### src/rtl/exec_ctrl_pkg.sv
// Shared types for the execute controller: FSM states, instruction classes, ALU opcodes.
// Latency: n/a (types and constants only).
// Backpressure: n/a.
package exec_ctrl_pkg;

    typedef enum logic [2:0] {
        S_IDLE,
        S_EXEC,
        S_MEM_WAIT,
        S_WB,
        S_ERROR
    } state_t;

    typedef enum logic [1:0] {
        CLS_ALU    = 2'b00,
        CLS_LOAD   = 2'b01,
        CLS_STORE  = 2'b10,
        CLS_BRANCH = 2'b11
    } instr_class_t;

    localparam logic [3:0] ALU_ADD = 4'b0000;

    // Loads and stores share the address-generation and memory-wait path
    function automatic logic is_mem(instr_class_t cls);
        return (cls == CLS_LOAD) || (cls == CLS_STORE);
    endfunction

endpackage

### src/rtl/exec_ctrl.sv
// Multi-cycle execute controller sequencing the register-file/ALU datapath one instruction at a time.
// Latency: ALU/BRANCH retire 1 cycle after accept, STORE on the ack cycle, LOAD one cycle after ack.
// Backpressure: instr_ready_o only in IDLE; memory waits up to MEM_TIMEOUT cycles then locks in ERROR until reset.
module exec_ctrl
    import exec_ctrl_pkg::*;
#(
    parameter int ADDR_WIDTH  = 5,
    parameter int MEM_TIMEOUT = 16,
    localparam int CNT_WIDTH  = $clog2(MEM_TIMEOUT + 1)
) (
    input  logic                  clk_i,
    input  logic                  rst_ni,
    input  logic                  instr_valid_i,
    output logic                  instr_ready_o,
    input  logic [1:0]            dec_class_i,
    input  logic [ADDR_WIDTH-1:0] dec_rs1_i,
    input  logic [ADDR_WIDTH-1:0] dec_rs2_i,
    input  logic [ADDR_WIDTH-1:0] dec_rd_i,
    input  logic [3:0]            dec_alu_ctrl_i,
    input  logic                  dec_alu_src_i,
    input  logic                  eq_i,
    input  logic                  mem_ack_i,
    output logic [ADDR_WIDTH-1:0] rs1_o,
    output logic [ADDR_WIDTH-1:0] rs2_o,
    output logic [ADDR_WIDTH-1:0] rd_o,
    output logic                  reg_write_o,
    output logic                  reg_write_src_o,
    output logic                  alu_src_o,
    output logic [3:0]            alu_ctrl_o,
    output logic                  mem_req_o,
    output logic                  mem_we_o,
    output logic                  branch_taken_o,
    output logic                  retire_o,
    output logic                  err_o
);

    localparam logic [CNT_WIDTH-1:0] CNT_LAST = CNT_WIDTH'(MEM_TIMEOUT - 1);

    state_t                state;
    instr_class_t          cls_q;
    logic [ADDR_WIDTH-1:0] rs1_q;
    logic [ADDR_WIDTH-1:0] rs2_q;
    logic [ADDR_WIDTH-1:0] rd_q;
    logic [3:0]            alu_ctrl_q;
    logic                  alu_src_q;
    logic [CNT_WIDTH-1:0]  wait_cnt;

    // FSM, instruction capture and memory-wait counter
    always_ff @(posedge clk_i or negedge rst_ni) begin
        if (!rst_ni) begin
            state      <= S_IDLE;
            cls_q      <= CLS_ALU;
            rs1_q      <= '0;
            rs2_q      <= '0;
            rd_q       <= '0;
            alu_ctrl_q <= '0;
            alu_src_q  <= 1'b0;
            wait_cnt   <= '0;
        end else begin
            case (state)
                S_IDLE: begin
                    if (instr_valid_i) begin
                        cls_q      <= instr_class_t'(dec_class_i);
                        rs1_q      <= dec_rs1_i;
                        rs2_q      <= dec_rs2_i;
                        rd_q       <= dec_rd_i;
                        alu_ctrl_q <= dec_alu_ctrl_i;
                        alu_src_q  <= dec_alu_src_i;
                        state      <= S_EXEC;
                    end
                end
                S_EXEC: begin
                    wait_cnt <= '0;
                    state    <= is_mem(cls_q) ? S_MEM_WAIT : S_IDLE;
                end
                S_MEM_WAIT: begin
                    if (mem_ack_i) begin
                        state <= (cls_q == CLS_LOAD) ? S_WB : S_IDLE;
                    end else if (wait_cnt == CNT_LAST) begin
                        state <= S_ERROR;
                    end else begin
                        wait_cnt <= wait_cnt + 1'b1;
                    end
                end
                S_WB:    state <= S_IDLE;
                S_ERROR: state <= S_ERROR;
                default: state <= S_IDLE;
            endcase
        end
    end

    // Datapath controls decoded from the current state and captured instruction
    always_comb begin
        instr_ready_o   = 1'b0;
        rs1_o           = '0;
        rs2_o           = '0;
        rd_o            = '0;
        reg_write_o     = 1'b0;
        reg_write_src_o = 1'b0;
        alu_src_o       = 1'b0;
        alu_ctrl_o      = '0;
        mem_req_o       = 1'b0;
        mem_we_o        = 1'b0;
        branch_taken_o  = 1'b0;
        retire_o        = 1'b0;
        err_o           = 1'b0;
        case (state)
            S_IDLE: instr_ready_o = 1'b1;
            S_EXEC: begin
                rs1_o      = rs1_q;
                rs2_o      = rs2_q;
                rd_o       = rd_q;
                alu_src_o  = is_mem(cls_q) ? 1'b1 : alu_src_q;
                alu_ctrl_o = is_mem(cls_q) ? ALU_ADD : alu_ctrl_q;
                if (cls_q == CLS_ALU) begin
                    reg_write_o = (rd_q != '0);
                    retire_o    = 1'b1;
                end
                if (cls_q == CLS_BRANCH) begin
                    branch_taken_o = eq_i;
                    retire_o       = 1'b1;
                end
            end
            S_MEM_WAIT: begin
                // Address-generation controls held so the memory address stays stable
                rs1_o      = rs1_q;
                rs2_o      = rs2_q;
                rd_o       = rd_q;
                alu_src_o  = 1'b1;
                alu_ctrl_o = ALU_ADD;
                mem_req_o  = 1'b1;
                mem_we_o   = (cls_q == CLS_STORE);
                retire_o   = (cls_q == CLS_STORE) && mem_ack_i;
            end
            S_WB: begin
                rd_o            = rd_q;
                reg_write_o     = (rd_q != '0);
                reg_write_src_o = 1'b1;
                retire_o        = 1'b1;
            end
            S_ERROR: err_o = 1'b1;
            default: instr_ready_o = 1'b0;
        endcase
    end

endmodule

### config.mk
export PLATFORM = sky130hd
export DESIGN_NAME = exec_ctrl
export DESIGN_NICKNAME = d
export VERILOG_FILES = /design/src/rtl/exec_ctrl_pkg.sv /design/src/rtl/exec_ctrl.sv
export SDC_FILE = /design/constraint.sdc
export NUM_CORES = 1
export LEC_CHECK = 0
export BUFFER_PORTS_ARGS = -buffer_cell sky130_fd_sc_hd__buf_2
export CAP_MARGIN = 30
export CORE_ASPECT_RATIO = 0.7
export CORE_MARGIN = 2
export CORE_UTILIZATION = 45
export DETAILED_ROUTE_END_ITERATION = 10
export PLACE_DENSITY = 0.73
export SLEW_MARGIN = 0
export SYNTH_ARGS = -nofsm -noshare
export SYNTH_HDL_FRONTEND = slang
export SYNTH_SLANG_ARGS = --single-unit
### constraint.sdc
create_clock -name clk_i -period 1.8 [get_ports clk_i]
set_clock_uncertainty 0.05 [all_clocks]
set_input_delay 0.18 -clock clk_i [delete_from_list [all_inputs] [get_ports clk_i]]
set_output_delay 0.18 -clock clk_i [all_outputs]
set_load 0.1 [all_outputs]
==> flow_metrics.py <==
metrics = {
    "run": {
        "drv_cap": 0,
    },
    "yosys": {
        "ys_async_sr_fraction": 1.00,
        "synth_edf_count": 0,
        "synth.largest_area_cell": "dfrtp_1",
        "ys_ff_latch": 30,
        "syn-cell-area_um2": 1680,
        "yosys-top-cells-area": "dfrtp_1 45%, mux2_4 15%, and2_1 8.9%",
        "ys_types": 36,
        "ys_seq_area_frac": 0.446,
        "synth_top_area_frac": 0.446,
        "synth_area_per_cell_um2": 11.6,
        "ys.flop_type": "dfrtp_1",
        "syn_inst": 145,
        "yosys_warnings": 0,
        "syn_nets": 178,
    },
    "clock_network": {
        "tritoncts": "yes",
        "root_buffer": "clkbuf_8",
        "clock_latency_ps": 290,
        "path_clk_slew_ps": 70,
        "h-tree-depth": 2,
        "numCtsBuffers": 5,
        "clock_path_buffers": 2,
        "cts_sinks": 30,
    },
    "final_layout": {
        "multi_input_area_um2": 1060,
        "drive_gt1_frac": 0.703,
        "stdcell_count": 286,
        "area_growth_pct": 78.3,
        "layout.cells.most_common_list": "30 x buf_12, 30 x buf_4, 27 x dfrtp_1, 27 x buf_2, 20 x mux2_4",
        "antenna_cells": 0,
        "nNetsFinal": 268,
        "area.sequential_um2": 754,
        "fillers": 181,
    },
    "detailed_routing": {
        "first_iter_violations": 174,
        "finalWirelength_mm": 5.27,
        "ant_nets": 0,
        "via_count": 1542,
        "wl_met3_um": 334,
        "wl_per_cell_um": 18.4,
        "wl_met1_mm": 2.21,
        "firstDrtPassIters": 4,
        "drc": 0,
        "highest_layer": "met4",
        "met2WireLength_mm": 2.66,
        "vias_per_cell": 5.39,
    },
    "status": {
        "status": "finished with violations",
        "violations": "negative setup slack",
    },
    "power": {
        "ir_worst_vdd_uv": 1570,
        "p_sw_w": 0.00312,
        "p_int_w": 0.00328,
        "clkPwrFrac": 0.103,
        "leakage_nw": 1.40,
        "swShare": 0.488,
        "p_per_area_nw_per_um2": 2140,
        "seqPwrFrac": 0.179,
        "p_comb_frac": 0.718,
    },
    "worst_setup_path": {
        "critical_path.cell_chain": "buf_4 -> nor2b_1 -> o21ai_0 -> a21oi_4 -> buf_12",
        "crit_path_start_kind": "flip-flop",
        "reg2reg_depth": 6,
        "cp.required_ps": 1570,
        "crit_path_max_incr_delay_ps": 440,
        "slowest_stage": "dfrtp_2",
        "path_class": "flip-flop to primary output",
        "arrival_ps": 1720,
        "path_max_fanout": 5,
        "cp-end-kind": "primary output",
    },
    "placement": {
        "port_buffers": 54,
        "gp_congestion": 0.809,
        "dp_cells": 258,
        "hpwlAfterDp_mm": 3.25,
    },
    "floorplanning": {
        "ioPinCount": 55,
        "die_h_um": 55.2,
        "core_area_um2": 3560,
        "die_w_um": 77.1,
        "dieArea_um2": 4250,
        "initial_core_util": 0.473,
        "rows": 18,
    },
    "sta": {
        "setup_ws_ps": -149,
        "rsz0062_at_grt": "true",
        "tightest_slew_ps": 679,
        "period_minus_slack_ps": 1950,
        "fmax_mhz": 513,
        "max-slew-margin-rel": 0.547,
        "setup_viol_count_final": 20,
        "drv_slew": 0,
        "hold_slack_ps": 65.0,
        "finalCritPeriodShare": 1.08,
        "hold_viol": 0,
        "tns_ps": -1320,
    },
    "worst_hold_path": {
        "whs_path_depth": 2,
        "hold_path.class": "input port to flip-flop",
    },
    "grt": {
        "antenna_found_initial": 0,
        "track_usage": 0.241,
        "grt_pass1_wl_mm": 7.46,
        "first_global_vias": 1453,
        "grt_overflow": 0,
        "grt_max_degree": 31,
    },
}
cell type report:
| class | count | area share |
|---|---|---|
| clock buffer | 8 | 0.0367 |
| inverter | 6 | 0.00751 |
| multi-input combinational | 102 | 0.352 |
| sequential | 30 | 0.251 |
| tap | 50 | 0.0209 |
| timing repair buffer | 90 | 0.331 |
per-layer routing:
metal | track usage | up-vias
li1 | - | 687
met4 | 0.104 | 0
met3 | 0.0633 | 6
met2 | 0.404 | 74
met1 | 0.305 | 775
met5 | 0 | -
power groups by stage:
| stage | sequential, W | combinational (W) | clock, W |
|---|---|---|---|
| 2_1_floorplan | 0.00109 | 0.00275 | 0 |
| 3_3_place_gp | 0.00113 | 0.00406 | 0 |
| 3_5_place_dp | 0.00115 | 0.00412 | 0 |
| 4_1_cts | 0.00113 | 0.00446 | 0.000652 |
| 5_1_grt | 0.00118 | 0.00476 | 0.000690 |
| 6_report | 0.00114 | 0.00460 | 0.000662 |
path summary, 6_finish.rpt:
check	start	end	slack, ps
worst max-delay path	state[0]	alu_src_o	-150
worst min-delay path	dec_rd_i[4]	rd_q[4]	60
worst max register to register	wait_cnt[1]	wait_cnt[0]	-20
worst min register to register	rs2_q[3]	rs2_q[3]	460
max in group asynchronous	rst_ni	state[0]	830
min in group asynchronous	rst_ni	wait_cnt[0]	400
per-stage QoR:
| stage | power [W] | cell area (µm²) | util | setup slack, ps |
|---|---|---|---|---|
| 2_1_floorplan | 0.00384 | 1800 | - | -483 |
| 3_3_place_gp | 0.00518 | 2610 | 0.734 | 22.0 |
| 3_5_place_dp | 0.00527 | 2610 | 0.734 | -40.0 |
| 4_1_cts | 0.00624 | 2940 | 0.826 | -98.0 |
| 5_1_grt | 0.00663 | 3000 | 0.843 | -172 |
| 6_report | 0.00641 | 3000 | 0.843 | -149 |
flip-flops by register name, summed over array words and instances, names as in the netlist:
signal and flops:
rs1_q 5, wait_cnt 5, alu_ctrl_q 4, alu_src_q 1, rd_q 5, cls_q 2, rs2_q 5, state 3
kinds of logic (layout without fill, tap and decap cells):
kind of cell / Yosys count / count (layout) / share of synthesized area
flops: 30 / 30 / 0.446
fa+ha+maj: 6 / 6 / 0.0446
mux: 21 / 21 / 0.178
compound gates: 21 / 21 / 0.0840
simple gates: 54 / 54 / 0.201
buf+inv: 13 / 104 / 0.0461
critical path, delay by kind of cell, from the launching register on:
family	cells	cell delay [ps]
DFF	1	440
AOI/OAI and AO/OA	2	430
buffers and inverters	2	350
and+or+nand+nor	1	200
synthesized netlist by cell type, types with 2 or more instances:
cell and instances:
buf_4 2, a21oi_1 5, nor4b_1 2, inv_1 6, dfrtp_1 30, nand2b_1 2, a22oi_1 2, nor3_1 2
nand3b_1 2, a21o_1 2, buf_2 2, and3_1 2, nor2_1 7, mux2_2 3, mux2_4 17, o211ai_1 2
and2_1 24, o21ai_0 4, o2bb2ai_1 3, nand2_1 3, nand3_1 3, ha_1 6
timing repair:
action                                  CTS  global route
hold endpoints to repair                 30             0
gates resized for setup                  23             6
setup buffers                            13             5
cloned                                    1             0
pin swaps                                11             7
hold buffers                              1             0
endpoints found under the setup margin   27            27
Note: power is estimated with default switching activity, not from simulation.
